--- src/rtl/multi_cycle_control.sv ---
// Moore control FSM for a multi-cycle processor: FETCH/DECODE plus per-class execute states.
// Define CTRL_ADDI_EN to enable the ADDI path (ADDIEX/ADDIWB); otherwise opcode 101 is illegal.
module multi_cycle_control (
  input  logic       clock,
  input  logic       reset,
  input  logic [2:0] opcode,
  output logic [1:0] ALUOp,
  output logic [1:0] ALUSrcB,
  output logic [1:0] PCSource,
  output logic       RegDst,
  output logic       MemtoReg,
  output logic       MemRead,
  output logic       MemWrite,
  output logic       IorD,
  output logic       RegWrite,
  output logic       IRWrite,
  output logic       PCWrite,
  output logic       PCWriteCond,
  output logic       ALUSrcA,
  output logic [3:0] state,
  output logic       illegal
);

  typedef enum logic [3:0] {
    IDLE    = 4'd0,
    FETCH   = 4'd1,
    DECODE  = 4'd2,
    MEMADDR = 4'd3,
    MEMRD   = 4'd4,
    MEMWB   = 4'd5,
    MEMWR   = 4'd6,
    REXEC   = 4'd7,
    RWB     = 4'd8,
    BRANCH  = 4'd9,
    JUMP    = 4'd10,
    ADDIEX  = 4'd11,
    ADDIWB  = 4'd12
  } state_t;

  localparam logic [2:0] OP_R    = 3'b000;
  localparam logic [2:0] OP_LW   = 3'b001;
  localparam logic [2:0] OP_SW   = 3'b010;
  localparam logic [2:0] OP_BEQ  = 3'b011;
  localparam logic [2:0] OP_J    = 3'b100;
  localparam logic [2:0] OP_ADDI = 3'b101;

`ifdef CTRL_ADDI_EN
  localparam logic ADDI_EN = 1'b1;
`else
  localparam logic ADDI_EN = 1'b0;
`endif

  state_t state_q, state_d;
  logic   is_sw;
  logic   illegal_q;
  logic   op_unsupported;

  assign op_unsupported = (opcode == 3'b110) || (opcode == 3'b111) ||
                          ((opcode == OP_ADDI) && !ADDI_EN);

  // NOTE: state elements use non-blocking assignments so every register samples
  // pre-edge values; the reset branch is sensitive to negedge reset, making it asynchronous.
  always_ff @(posedge clock or negedge reset) begin
    if (!reset) begin
      state_q   <= IDLE;
      is_sw     <= 1'b0;
      illegal_q <= 1'b0;
    end else begin
      state_q   <= state_d;
      illegal_q <= (state_q == DECODE) && op_unsupported;
      // LW/SW choice is frozen here so MEMADDR ignores later opcode changes
      if (state_q == DECODE) is_sw <= (opcode == OP_SW);
    end
  end

  // NOTE: every output and state_d gets a default before the case, so no path
  // leaves a variable unassigned and no latch is inferred.
  always_comb begin
    state_d     = FETCH;
    ALUOp       = 2'b00;
    ALUSrcB     = 2'b00;
    PCSource    = 2'b00;
    RegDst      = 1'b0;
    MemtoReg    = 1'b0;
    MemRead     = 1'b0;
    MemWrite    = 1'b0;
    IorD        = 1'b0;
    RegWrite    = 1'b0;
    IRWrite     = 1'b0;
    PCWrite     = 1'b0;
    PCWriteCond = 1'b0;
    ALUSrcA     = 1'b0;
    case (state_q)
      IDLE: state_d = FETCH;
      FETCH: begin
        MemRead = 1'b1;
        IRWrite = 1'b1;
        PCWrite = 1'b1;
        ALUSrcB = 2'b01;
        state_d = DECODE;
      end
      DECODE: begin
        ALUSrcB = 2'b11;
        case (opcode)
          OP_R:          state_d = REXEC;
          OP_LW, OP_SW:  state_d = MEMADDR;
          OP_BEQ:        state_d = BRANCH;
          OP_J:          state_d = JUMP;
`ifdef CTRL_ADDI_EN
          OP_ADDI:       state_d = ADDIEX;
`endif
          default:       state_d = FETCH;
        endcase
      end
      MEMADDR: begin
        ALUSrcA = 1'b1;
        ALUSrcB = 2'b10;
        state_d = is_sw ? MEMWR : MEMRD;
      end
      MEMRD: begin
        MemRead = 1'b1;
        IorD    = 1'b1;
        state_d = MEMWB;
      end
      MEMWB: begin
        RegWrite = 1'b1;
        MemtoReg = 1'b1;
      end
      MEMWR: begin
        MemWrite = 1'b1;
        IorD     = 1'b1;
      end
      REXEC: begin
        ALUSrcA = 1'b1;
        ALUOp   = 2'b10;
        state_d = RWB;
      end
      RWB: begin
        RegDst   = 1'b1;
        RegWrite = 1'b1;
      end
      BRANCH: begin
        ALUSrcA     = 1'b1;
        ALUOp       = 2'b01;
        PCWriteCond = 1'b1;
        PCSource    = 2'b01;
      end
      JUMP: begin
        PCWrite  = 1'b1;
        PCSource = 2'b10;
      end
`ifdef CTRL_ADDI_EN
      ADDIEX: begin
        ALUSrcA = 1'b1;
        ALUSrcB = 2'b10;
        state_d = ADDIWB;
      end
      ADDIWB: RegWrite = 1'b1;
`endif
      default: state_d = FETCH;
    endcase
  end

  assign state   = state_q;
  assign illegal = illegal_q;

endmodule

--- config.mk ---
export PLATFORM = sky130hd
export DESIGN_NAME = multi_cycle_control
export DESIGN_NICKNAME = d
export VERILOG_FILES = /design/src/rtl/multi_cycle_control.sv
export SDC_FILE = /design/constraint.sdc
export NUM_CORES = 1
export LEC_CHECK = 0
export CAP_MARGIN = 20
export CORE_MARGIN = 2
export CORE_UTILIZATION = 30
export CTS_BUF_LIST = sky130_fd_sc_hd__clkbuf_8
export CTS_CLUSTER_DIAMETER = 30
export DETAILED_ROUTE_END_ITERATION = 6
export PLACE_DENSITY_LB_ADDON = 0.15
export SKIP_CTS_REPAIR_TIMING = 1
export SLEW_MARGIN = 20
export SYNTH_ARGS = -nofsm -noshare
export SYNTH_HDL_FRONTEND = slang
export SYNTH_SLANG_ARGS = --single-unit
--- constraint.sdc ---
create_clock -name clock -period 1.5 [get_ports clock]
set_input_delay 0.225 -clock clock [delete_from_list [all_inputs] [get_ports clock]]
set_output_delay 0.225 -clock clock [all_outputs]
set_load 0.02 [all_outputs]
==> metrics <==
status=finished, violations left; failing checks=setup timing; Clock Skews=just under 0.0009 ns; Seq/Total Area, Yosys=around a third; VDD IR max=between 1 and 1.5 mV; post-route ant nets=0; drt pass-1 iters=4; grt ovf=0; CP Data Required Time=1.60 ns; Ant. Diodes=0; Die W=roughly 43 um; DR DRC count=0; Rel. slew slack=between 80 and 90%; Final TNS setup=-0.0220 ns; Lkg Pwr=around 0.46 nW; r2r setup slk=-0.01 ns; mean area per synthesized cell=between 8 and 9 um^2; largest net degree at the start of global routing=11; yosys warns=0; CTS tree=done; syn_nets=63; antenna violations before repair=0; routed vias/inst=between 5 and 6; CP Launch Point=state[0]; GP Congestion=~0.8; hpwl dp=1010 um; Clock Pin Slew Worst Setup and Hold Paths=~0.040 ns; post-route cell area=slightly below 900 um^2; pre-CTS WS=-0.249 ns; fillers=around 130; crit path to=is_sw; share of cells above drive strength 1=a little under three fifths; Pwr Total=~0.0021 W; post-synthesis cell count=58; Total GRT Usage=between 10% and 20%; final setup margin=-0.0130 ns; Synth area leaders=dfrtp_1 32%, nor2_1 8.8%, nor3b_1 4.8%; Placed Instances=108; P_int=between 0.001 and 0.0015 W; clock group share of total power=11.2%; register area=~150 um^2; clk sinks=6; DR WL/cell=12.7 um; Yosys cell types=28; switching share of power=a little over two fifths; first-pass GRT wire length=roughly 2000 um; PwrDens=2310 nW/um^2; root buf cell=clkbuf_8; #FFs+latches synth=6; via count=about 560; Final Hold Fails=0; max-slew violations=0; Synth Cell Area=468 um^2; CTS H-Tree Depth=1; Cell Area, Placed=about 850 um^2; Max-cap violations=0; TritonCTS Buffers=3; port buffer count=25; die area=about 1900 um^2; Yosys top cell area share=32.1%; final setup violation count=3; NetSw=between 0.0009 and 0.001 W; vias in the first global route=between 400 and 500; Worst-Skew Late Latency=~0.21 ns; Slew @ Worst Pin=between 0.2 and 0.3 ns; drt total wl=around 1400 um; Die Span Y=between 40 and 50 um; ratio of final minimum period to clock period=101%; Gate power share=approximately three quarters; multi-input combinational cell area=around 350 um^2; worst reg2reg endpoint=is_sw; CP Launch Type=flop; final net count=around 100; num ports=26; Tmin final=roughly 1.5 ns; crit-path max FO=7; DRT iter0 DRCs=13; fmax=0.661 GHz; Arrival @ worst endpoint=1.61 ns; RR Startpoint=state[0]; WS Path Type=reg -> reg; Core Area=approximately 1500 um^2; area grow syn2layout=90.9%; Clock Tree Buf Depth=2; fin cells=around 110; Flop pwr share=roughly 15%; Starting Density=a little under a third; hold crit path type=in -> async; largest area contributor in the netlist=dfrtp_1; Crit. End Element=flop; Reg2Reg Depth=4; FP Rows=14; RSZ-0062 raised after global routing=yes
==> cells by family after synthesis <==
| logic type | count (synthesis) | synth area share (%) |
|---|---|---|
| simple gates | 31 | 37.2 |
| compound gates | 10 | 12.8 |
| xor+xnor | 1 | 1.87 |
| mux | 3 | 7.75 |
| buf+inv | 7 | 8.29 |
| flops | 6 | 32.1 |
==> stage by stage <==
step	hold slack (ns)	util [%]
after floorplan	-0.0706	-
after global placement	0.483	57.0
after detailed placement	0.480	57.0
after CTS	0.252	59.7
after global routing	0.277	60.0
final	0.250	60.0
==> final cells by class <==
class                           count  share of cell area [%]
Timing Repair Buffer               40                    36.8
Inverter                            1                   0.420
Tap cell                           16                    2.24
Sequential cell                     6                    17.2
Clock buffer                        3                    4.62
Multi-Input combinational cell     45                    38.7
==> worst max-delay path, cell delays in order, from the launching register on <==
cell      delay [ns]
dfrtp_2         0.45
nand2b_4        0.17
buf_4           0.14
or3_4           0.34
mux2_4          0.30
==> layout by cell type (no fill, tap or decap), types with 3 or more instances in the layout <==
| cell type | synthesis | layout |
|---|---|---|
| clkdlybuf4s50_1 | 0 | 5 |
| buf_4 | 2 | 16 |
| clkbuf_8 | 0 | 3 |
| buf_2 | 4 | 6 |
| nor2_1 | 11 | 7 |
| nand2_1 | 3 | 3 |
| clkbuf_2 | 0 | 5 |
| buf_6 | 0 | 3 |
| nand2b_4 | 1 | 3 |
| dlymetal6s2s_1 | 0 | 4 |
| dfrtp_1 | 6 | 3 |
| dfrtp_2 | 0 | 3 |
==> Yosys cell counts (all sizes together) <==
| master | n |
|---|---|
| mux2 | 2 |
| o21ai | 3 |
| nor2 | 11 |
| mux2i | 1 |
| nand3b | 1 |
| nor2b | 1 |
| or3 | 1 |
| nand4 | 1 |
| nor4 | 1 |
| nand2b | 4 |
| and3b | 1 |
| a21o | 1 |
| a211oi | 1 |
| nand2 | 3 |
| nor3 | 4 |
| dfrtp | 6 |
| nor3b | 3 |
| a31oi | 1 |
| a21oi | 2 |
| o22ai | 1 |
| xnor2 | 1 |
| o31ai | 1 |
| buf | 6 |
| inv | 1 |
==> per-layer routing <==
layer	wire, um	global-route usage, %
met3	97	1.25
met2	756	26.0
met4	0	1.82
met5	0	0
met1	554	17.1
==> power by group through the flow <==
stage          registers, W  logic (W)  clock network (W)
3_5_place_dp       0.000294    0.00151                  0
5_1_grt            0.000326    0.00162           0.000241
6_report           0.000316    0.00151           0.000232
4_1_cts            0.000294    0.00152           0.000235
2_1_floorplan      0.000344   0.000717                  0
3_3_place_gp       0.000293    0.00150                  0
==> worst min-delay path by stage <==
stage                from        to  slack [ns]  depth (start not counted)
finish              reset  state[0]        0.25                          1
global route        reset  state[2]        0.28                          1
CTS                 reset     is_sw        0.25                          1
detailed placement  reset     is_sw        0.48                          1
global placement    reset   illegal        0.48                          1
floorplan           reset   illegal       -0.07                          0
==> flip-flops by register name (all words and copies together) (netlist names) <==
| name | count |
|---|---|
| illegal | 1 |
| is_sw | 1 |
| state | 4 |
No activity file was read; power rests on OpenSTA's default activity.
